--- config.mk ---
export PLATFORM = sky130hd
export DESIGN_NAME = collision_manager
export DESIGN_NICKNAME = d
export VERILOG_FILES = /design/src/rtl/collision_manager.sv
export SDC_FILE = /design/constraint.sdc
export NUM_CORES = 1
export LEC_CHECK = 0
export ABC_AREA = 1
export CORE_MARGIN = 2
export CORE_UTILIZATION = 48
export DETAILED_ROUTE_END_ITERATION = 7
export PLACE_DENSITY = 0.81
export RECOVER_POWER = 25
export SLEW_MARGIN = 20
export SYNTH_ARGS = -nofsm -noshare
export SYNTH_HDL_FRONTEND = slang
export SYNTH_SLANG_ARGS = --single-unit
export TNS_END_PERCENT = 30
--- constraint.sdc ---
create_clock -name clk -period 1.5 [get_ports clk]
set_input_delay 0.3 -clock clk [delete_from_list [all_inputs] [get_ports clk]]
set_output_delay 0.3 -clock clk [all_outputs]
set_load 0.01 [all_outputs]
--- src/rtl/collision_manager.sv ---
// Player-vs-objects collision manager: per-object hit pulses once per frame, frame summary, saturating hit counter.
// collision is combinational; pulses and summary are registered (1 cycle). No backpressure: every pixel is evaluated.
module collision_manager #(
   parameter int NUM_OBJ = 4,
   parameter int X_W     = 11,
   parameter int Y_W     = 11,
   parameter int CNT_W   = 8,
   parameter int ID_W    = 4
) (
   input  logic               clk,
   input  logic               resetN,
   input  logic               startOfFrame,
   input  logic               drawing_request_player,
   input  logic [NUM_OBJ-1:0] drawing_request_obj,
   input  logic [NUM_OBJ-1:0] obj_enable,
   input  logic [X_W-1:0]     pixelX,
   input  logic [Y_W-1:0]     pixelY,
   input  logic               clear_count,
   output logic               collision,
   output logic [NUM_OBJ-1:0] hit_pulse,
   output logic               hit_any_pulse,
   output logic [NUM_OBJ-1:0] frame_hit_mask,
   output logic [ID_W-1:0]    first_hit_id,
   output logic [X_W-1:0]     first_hit_x,
   output logic [Y_W-1:0]     first_hit_y,
   output logic               summary_valid,
   output logic [CNT_W-1:0]   total_hits
);

   typedef enum logic [1:0] {WAIT_SOF, ARMED, HIT} state_t;

   state_t             state_q;
   logic [NUM_OBJ-1:0] hit_vec;
   logic [NUM_OBJ-1:0] flag_q, flag_d;
   logic [NUM_OBJ-1:0] hit_pulse_q, frame_mask_q;
   logic               hit_any_q, summary_valid_q;
   logic               active, first_hit_d;
   logic [ID_W-1:0]    low_id_d, cap_id_q, first_id_q;
   logic [X_W-1:0]     cap_x_q, first_x_q;
   logic [Y_W-1:0]     cap_y_q, first_y_q;
   logic [CNT_W-1:0]   cnt_q;

   // A startOfFrame cycle belongs to the new frame: flags are seen as already cleared.
   always_comb begin
      hit_vec     = {NUM_OBJ{drawing_request_player}} & drawing_request_obj & obj_enable;
      active      = startOfFrame || (state_q != WAIT_SOF);
      flag_d      = startOfFrame ? '0 : flag_q;
      first_hit_d = active && (|hit_vec) && (startOfFrame || (state_q != HIT));
      low_id_d    = '0;
      for (int i = NUM_OBJ - 1; i >= 0; i--) begin
         if (hit_vec[i]) low_id_d = ID_W'(i);
      end
   end

   assign collision = |hit_vec;

   always_ff @(posedge clk or negedge resetN) begin
      if (!resetN) begin
         state_q         <= WAIT_SOF;
         flag_q          <= '0;
         hit_pulse_q     <= '0;
         hit_any_q       <= 1'b0;
         summary_valid_q <= 1'b0;
         frame_mask_q    <= '0;
         cap_id_q        <= '0;
         cap_x_q         <= '0;
         cap_y_q         <= '0;
         first_id_q      <= '0;
         first_x_q       <= '0;
         first_y_q       <= '0;
         cnt_q           <= '0;
      end else begin
         hit_pulse_q     <= active ? (hit_vec & ~flag_d) : '0;
         hit_any_q       <= first_hit_d;
         summary_valid_q <= 1'b0;
         if (active) flag_q <= flag_d | hit_vec;

         // Close the previous frame before this cycle's hits are credited to the new one.
         if (startOfFrame && (state_q != WAIT_SOF)) begin
            frame_mask_q    <= flag_q;
            first_id_q      <= cap_id_q;
            first_x_q       <= cap_x_q;
            first_y_q       <= cap_y_q;
            summary_valid_q <= 1'b1;
         end

         if (first_hit_d) begin
            cap_id_q <= low_id_d;
            cap_x_q  <= pixelX;
            cap_y_q  <= pixelY;
         end else if (startOfFrame) begin
            cap_id_q <= '0;
            cap_x_q  <= '0;
            cap_y_q  <= '0;
         end

         case (state_q)
            WAIT_SOF, HIT: if (startOfFrame) state_q <= collision ? HIT : ARMED;
            ARMED:         if (collision) state_q <= HIT;
            default:       state_q <= WAIT_SOF;
         endcase

         if (clear_count)                        cnt_q <= '0;
         else if (hit_any_q && (cnt_q != '1))    cnt_q <= cnt_q + 1'b1;
      end
   end

   assign hit_pulse      = hit_pulse_q;
   assign hit_any_pulse  = hit_any_q;
   assign frame_hit_mask = frame_mask_q;
   assign first_hit_id   = first_id_q;
   assign first_hit_x    = first_x_q;
   assign first_hit_y    = first_y_q;
   assign summary_valid  = summary_valid_q;
   assign total_hits     = cnt_q;

endmodule

==> results of run 1 <==
==> metal layers <==
metal	global-route usage	up-vias	part of all wire
li1	-	1305	-
met1	0.2640	1254	0.43
met2	0.3658	96	0.50
met3	0.05865	9	0.067
met4	0.07601	0	0.011
met5	0	-	0
==> how the worst max path moves through the flow <==
stage	to	slack (ns)	from
floorplan	total_hits[5]	0.14	total_hits[1]
global placement	collision	-0.50	drawing_request_player
detailed placement	collision	-0.54	drawing_request_player
CTS	collision	-0.1	obj_enable[2]
global route	collision	0.005	drawing_request_obj[0]
finish	collision	0.05	obj_enable[0]
==> registers in the layout, indices dropped and copies added (netlist names), 2 cells and up <==
register	count
cap_id_q	2
cap_x_q	11
cap_y_q	11
first_hit_id	2
first_hit_x	11
first_hit_y	11
flag_q	4
frame_hit_mask	4
hit_pulse	4
state_q	2
total_hits	8
==> synthesized netlist by cell type, drive strengths merged <==
cell,count,share of area
nand4,3,0.0062
inv,17,0.023
nor2,12,0.015
conb,1,0.0012
o22ai,2,0.0041
xor2,1,0.0029
nand2,163,0.21
o21bai,2,0.0050
ha,1,0.0041
or2,3,0.0062
buf,13,0.035
a21oi,5,0.0083
a211oi,2,0.0050
o21ai,9,0.015
dfrtp,72,0.60
nand3,36,0.065
==> area by class of cell <==
cell class | count | area, sq um
multi-input cells | 241 | 1061
inverters | 17 | 68.82
clock inverters | 6 | 91.34
fillers | 475 | 1694
clock buffers | 10 | 137.6
flip-flops and latches | 72 | 1802
repair buffers | 113 | 1042
well taps | 75 | 93.84
==> timing repair <==
| item | 4_1_cts | 5_1_grt |
|---|---|---|
| setup buffers | 6 | 1 |
| endpoints found under the hold margin | 72 | 0 |
| pin swaps | 0 | 5 |
| hold buffers | 1 | 0 |
| endpoints found under the setup margin | 43 | 9 |
| gates resized for setup | 47 | 13 |
==> worst min-delay path, stage by stage <==
cell and delay, ns:
dlymetal6s2s_1 0.13, nand3_2 0.08, buf_4 0.12, a211oi_1 0.05
==> kinds of logic (layout without fill, tap and decap cells) <==
family          after synthesis  in the layout  share of synthesized area
simple gates                217            217                     0.3002
buf+inv                      30            146                    0.05797
fa+ha+maj                     1              1                   0.004140
xor+xnor                      1              1                   0.002899
other cells                   1              2                   0.001241
flops                        72             72                     0.5963
compound gates               20             20                    0.03726
==> report_power, final <==
| part | internal, mW | switching, mW | leakage, nW | total, mW |
|---|---|---|---|---|
| Clock | 0.987 | 0.744 | 0.105 | 1.73 |
| Sequential | 2.23 | 0.165 | 0.954 | 2.39 |
| Combinational | 0.518 | 0.592 | 1.35 | 1.11 |
==> through the flow <==
step / utilization / hold WS, ns / setup WS [ns]
2_1_floorplan: - / 0.004409 / 0.1436
3_3_place_gp: 0.6746 / 0.3365 / -0.4991
3_5_place_dp: 0.6746 / 0.3405 / -0.5385
4_1_cts: 0.7137 / 0.4435 / -0.09569
5_1_grt: 0.7172 / 0.3874 / 0.004973
6_report: 0.7172 / 0.3777 / 0.05016
==> key figures, run 1 <==
Die
  • Rows: 28
  • Die area: 6946 sq um
  • Die W: 83.34 um
  • Starting Density: 0.5044
  • Top Ports: 80
  • Height of the die: 83.34 um
  • Core ar.: 5991 sq um

Clocking
  • Clock Root Buffer: clkbuf_8
  • # clock sinks: 72
  • Clock tree buffer depth: 2
  • Clk Latency, worst-skew pair: 0.34 ns
  • Clock-pin slew on the worst setup and hold paths: 0.07 ns
  • CTS tree: done
  • CTS buffer count: 9
  • H-tree depth: 3

Cells and area
  • Most common cell after layout, fill and taps aside: nand2_1
  • Area added between synthesis and finish: 42.19%
  • Cell Count, Final, Fillers Out: 534
  • NumNets Final: 490
  • Post-route cell area: 4297 sq um
  • Layout cell share with drive strength beyond 1: 0.1547
  • Most frequent cells in the layout: nand2_1, dfrtp_1, dlygate4sd2_1, nand3_1, buf_4
  • Ant diodes: 0

Routing
  • Overall routed net length: 7187 um
  • DRC Markers: 0
  • WL/cell: 13.46 um
  • DR pass1 iterations: 5
  • Routed Antenna Nets: 0
  • Iter 0 DRT Violations: 169
  • Drt via density: 4.989
  • Vias: 2664

Worst setup path
  • Data required, critical path: 1.20 ns
  • CP Cell Sequence: clkdlybuf4s50_1 -> nand3_2 -> nand2_2 -> inv_2 -> nand2_4 -> buf_6
  • Crit Path Max Fanout: 2
  • Crit path depth: 6
  • CP Buf/Inv Count: 3
  • Critical path's largest stage delay: 0.47 ns
  • R2R Path End: total_hits[4]
  • Reg2Reg Depth: 9
  • CP Launch Type: input pin
  • Reg-to-reg startpoint: total_hits[0]
  • Worst Setup Path Type: in2out
  • CP delay by family, top: buffers and inverters
  • Endpoint class of the critical path: primary output
  • Crit path max-delay cell type: clkdlybuf4s50_1
  • Worst R2R Setup Slack: 0.11 ns
  • Arr. time, crit path: 1.15 ns

Logic synthesis
  • Yosys warns: 0
  • Post-Syn Area: 3022 sq um
  • Sequential-to-total area share from yosys stat: 0.5963
  • FF+latch count, synth: 72
  • Synthesized instance count: 342
  • Avg Inst Size Synth: 8.835 sq um
  • Unique masters post-synth: 27

Timing
  • Fin crit share: 0.9666
  • Final Hold Viols: 0
  • Tmin final: 1.450 ns
  • Clock Skew: 0.006501 ns
  • Final Setup Violations: 0
  • Fmax: 0.6897 GHz
  • RSZ-0062 raised after global routing: false
  • Fin Setup TNS: 0 ns
  • Slew at the pin with the worst max-slew slack: 0.8740 ns
  • Max_slew headroom: 0.4174
  • Final Max Tran Viols: 0

Min path
  • Hold wc startpoint: drawing_request_obj[1]
  • Hold crit path type: in2reg
  • Hold path depth: 4
  • Hold EP: hit_pulse[1]

Placement
  • Area of placed instances: 4041 sq um
  • Placer Congestion: 0.8317
  • Placed insts: 510
  • IO buf count: 77
  • Post-DP HPWL: 5023 um

Pwr
  • Peak VDD IR: 0.9707 mV
  • PwrDens: 1217 nW/um^2
  • PnR Total Power: 5.231 mW
  • Leak: 2.411 nW

GRT
  • Pin count of the biggest net entering global routing: 73
  • Number of global-route vias before repair: 2642
  • Global-route usage over all layers: 0.2152
  • Global route overflow: 0
  • Initial antenna violation count: 0
  • First-pass GRT wire length: 11890 um

Outcome
  • Outcome: finished, final reports clean

Run
  • Max Cap Violations: 0
No activity file was read; power rests on OpenSTA's default activity.
==> run 2, diff against run 1 <==
==> constraint.sdc (replaced) <==
create_clock -name clk -period 1.6 [get_ports clk]
set_input_delay 0.32 -clock clk [delete_from_list [all_inputs] [get_ports clk]]
set_output_delay 0.32 -clock clk [all_outputs]
set_load 0.01 [all_outputs]
==> run 2 against run 1 <==
Against the previous run:
- cell count down 2.1%
- worst setup slack worse by 0.011 ns
- worst hold slack better by 0.072 ns
- count of clock-buffer cells in the layout up 1
- sequential cell count unchanged
- largest cell class unchanged
==> key figures, run 2 (synthesis gave the netlist of run 1 again) <==
Placement
  • IO buf count: 77
  • Placer Congestion: 0.8428
  • Post-DP HPWL: 4888 um
  • Placed insts: 504
  • Setup WS pre-CTS: -0.4754 ns

GRT
  • First-pass GRT wire length: 11500 um
  • Global route overflow: 0
  • Pin count of the biggest net entering global routing: 37
  • Number of global-route vias before repair: 2598
  • Initial antenna violation count: 0
  • Global-route usage over all layers: 0.2087

Worst setup path
  • CP Buf/Inv Count: 1
  • CP Capture Point: first_hit_y[4]
  • Crit Path Max Fanout: 2
  • Crit path from: first_hit_y[4]
  • CP Launch Type: register
  • Worst R2R Setup Slack: 0.12 ns
  • Worst Setup Path Type: reg2out
  • Endpoint class of the critical path: primary output
  • Critical path's largest stage delay: 0.55 ns
  • Data required, critical path: 1.28 ns
  • Reg-to-reg startpoint: total_hits[1]
  • R2R Path End: total_hits[3]
  • CP delay by family, top: buffers and inverters
  • CP Cell Sequence: clkdlybuf4s50_1
  • Arr. time, crit path: 1.24 ns
  • Crit path max-delay cell type: clkdlybuf4s50_1
  • Reg2Reg Depth: 9
  • Crit path depth: 1

Routing
  • Vias: 2572
  • Routed Antenna Nets: 0
  • DR pass1 iterations: 4
  • Drt via density: 4.918
  • Overall routed net length: 6994 um
  • DRC Markers: 0
  • Iter 0 DRT Violations: 159
  • WL/cell: 13.37 um

Cells and area
  • Layout cell share with drive strength beyond 1: 0.1384
  • Post-layout utilization of the core: 0.7089
  • Area added between synthesis and finish: 40.54%
  • Most common cell after layout, fill and taps aside: nand2_1
  • Ant diodes: 0
  • Cell Count, Final, Fillers Out: 523
  • NumNets Final: 479
  • Most frequent cells in the layout: nand2_1, dfrtp_1, clkdlybuf4s50_1, nand3_1, buf_4

Pwr
  • NetSw: 1.360 mW
  • Flop pwr share: 0.452
  • PwrDens: 1167 nW/um^2
  • Comb power frac: 0.221
  • Clock power frac: 0.327
  • Peak VDD IR: 0.7574 mV
  • Sw frac: 0.2744
  • Internal power: 3.596 mW
  • Leak: 2.465 nW

Clocking
  • CTS tree: done
  • Clk Latency, worst-skew pair: 0.34 ns
  • Clock tree buffer depth: 2
  • Clock-pin slew on the worst setup and hold paths: 0.08 ns
  • Clock Root Buffer: clkbuf_8
  • # clock sinks: 72
  • CTS buffer count: 9
  • H-tree depth: 3

Die
  • Top Ports: 80
  • Height of the die: 83.34 um
  • Core ar.: 5991 sq um
  • Die W: 83.34 um
  • Rows: 28
  • Die area: 6946 sq um
  • Starting Density: 0.5044

Timing
  • Fmax: 0.6406 GHz
  • Final Setup Violations: 0
  • Clock Skew: 0.006383 ns
  • Final Max Tran Viols: 0
  • Final WS setup: 0.03890 ns
  • Final Hold Viols: 0
  • Fin crit share: 0.9757
  • Max_slew headroom: 0.6618
  • Slew at the pin with the worst max-slew slack: 0.5066 ns
  • Tmin final: 1.561 ns

Run
  • Max Cap Violations: 0

Min path
  • Hold crit path type: reg2reg

Outcome
  • Outcome: finished, final reports clean
## run 2: cell count changes in the layout (fill, tap and decap cells not counted), sizes merged, moves of 3 or more
cell / previous run / this run
clkdlybuf4s50: 26 / 48
clkinv: 0 / 3
clkinvlp: 3 / 0
buf: 36 / 24
dlygate4sd2: 42 / 8
dlymetal6s2s: 6 / 19
## run 2: repair_timing
item	CTS	global route
setup endpoints to repair	9	27
endpoints found under the hold margin	18	0
resized for setup	14	24
pin swaps	2	1
hold buffers	1	0
buffers inserted	1	1
## run 2: worst min path at each step
| stage | startpoint | end | slack (ns) | cells past startpoint |
|---|---|---|---|---|
| 3_5_place_dp | resetN | total_hits[2] | 0.22 | 1 |
| 6_report | flag_q[2] | hit_pulse[2] | 0.45 | 1 |
| 5_1_grt | flag_q[3] | hit_pulse[3] | 0.47 | 1 |
| 2_1_floorplan | resetN | cap_id_q[0] | 0.02 | 0 |
| 3_3_place_gp | resetN | total_hits[5] | 0.21 | 1 |
| 4_1_cts | resetN | total_hits[2] | 0.39 | 2 |
## run 2: area by class of cell
class / count / area, sq um
Sequential cell: 72 / 1803
Clock buffer: 11 / 151.4
Inverter: 17 / 68.82
Fill cell: 476 / 1744
Tap cell: 75 / 93.84
Timing Repair Buffer: 102 / 988.4
Multi-Input combinational cell: 241 / 1062
Clock inverter: 5 / 78.83
## run 2: worst reg2reg max path, stage by stage, from the launching register on
cell,delay (ns)
dfrtp_1,0.41
ha_2,0.21
nand2_1,0.12
nor2_2,0.17
nand2_1,0.07
nand2_1,0.07
nand2_2,0.09
inv_2,0.14
nand2_1,0.07
nand2_1,0.07
## run 2: power groups by stage
stage	sequential (mW)	clock (mW)	combinational [mW]
floorplan	2.34	0	0.417
global placement	2.27	0	1.10
detailed placement	2.27	0	1.13
CTS	2.25	1.65	1.13
global route	2.28	1.72	1.20
finish	2.24	1.62	1.09
## run 2: stage by stage
step	hold slack (ns)	cell area (sq um)	setup TNS, ns	power, mW
global route	0.4746	4247	-0.006095	5.202
CTS	0.3916	4195	0	5.032
global placement	0.2127	3959	-5.462	3.371
detailed placement	0.2188	3959	-6.796	3.405
finish	0.4493	4247	0	4.956
floorplan	0.02441	3025	0	2.752
## run 2: per-layer routing
layer | vias up | GRT usage | part of all wire
li1 | 1274 | - | -
met1 | 1201 | 0.2535 | 0.43
met2 | 86 | 0.3563 | 0.50
met3 | 11 | 0.04473 | 0.061
met4 | 0 | 0.09389 | 0.015
met5 | - | 0 | 0
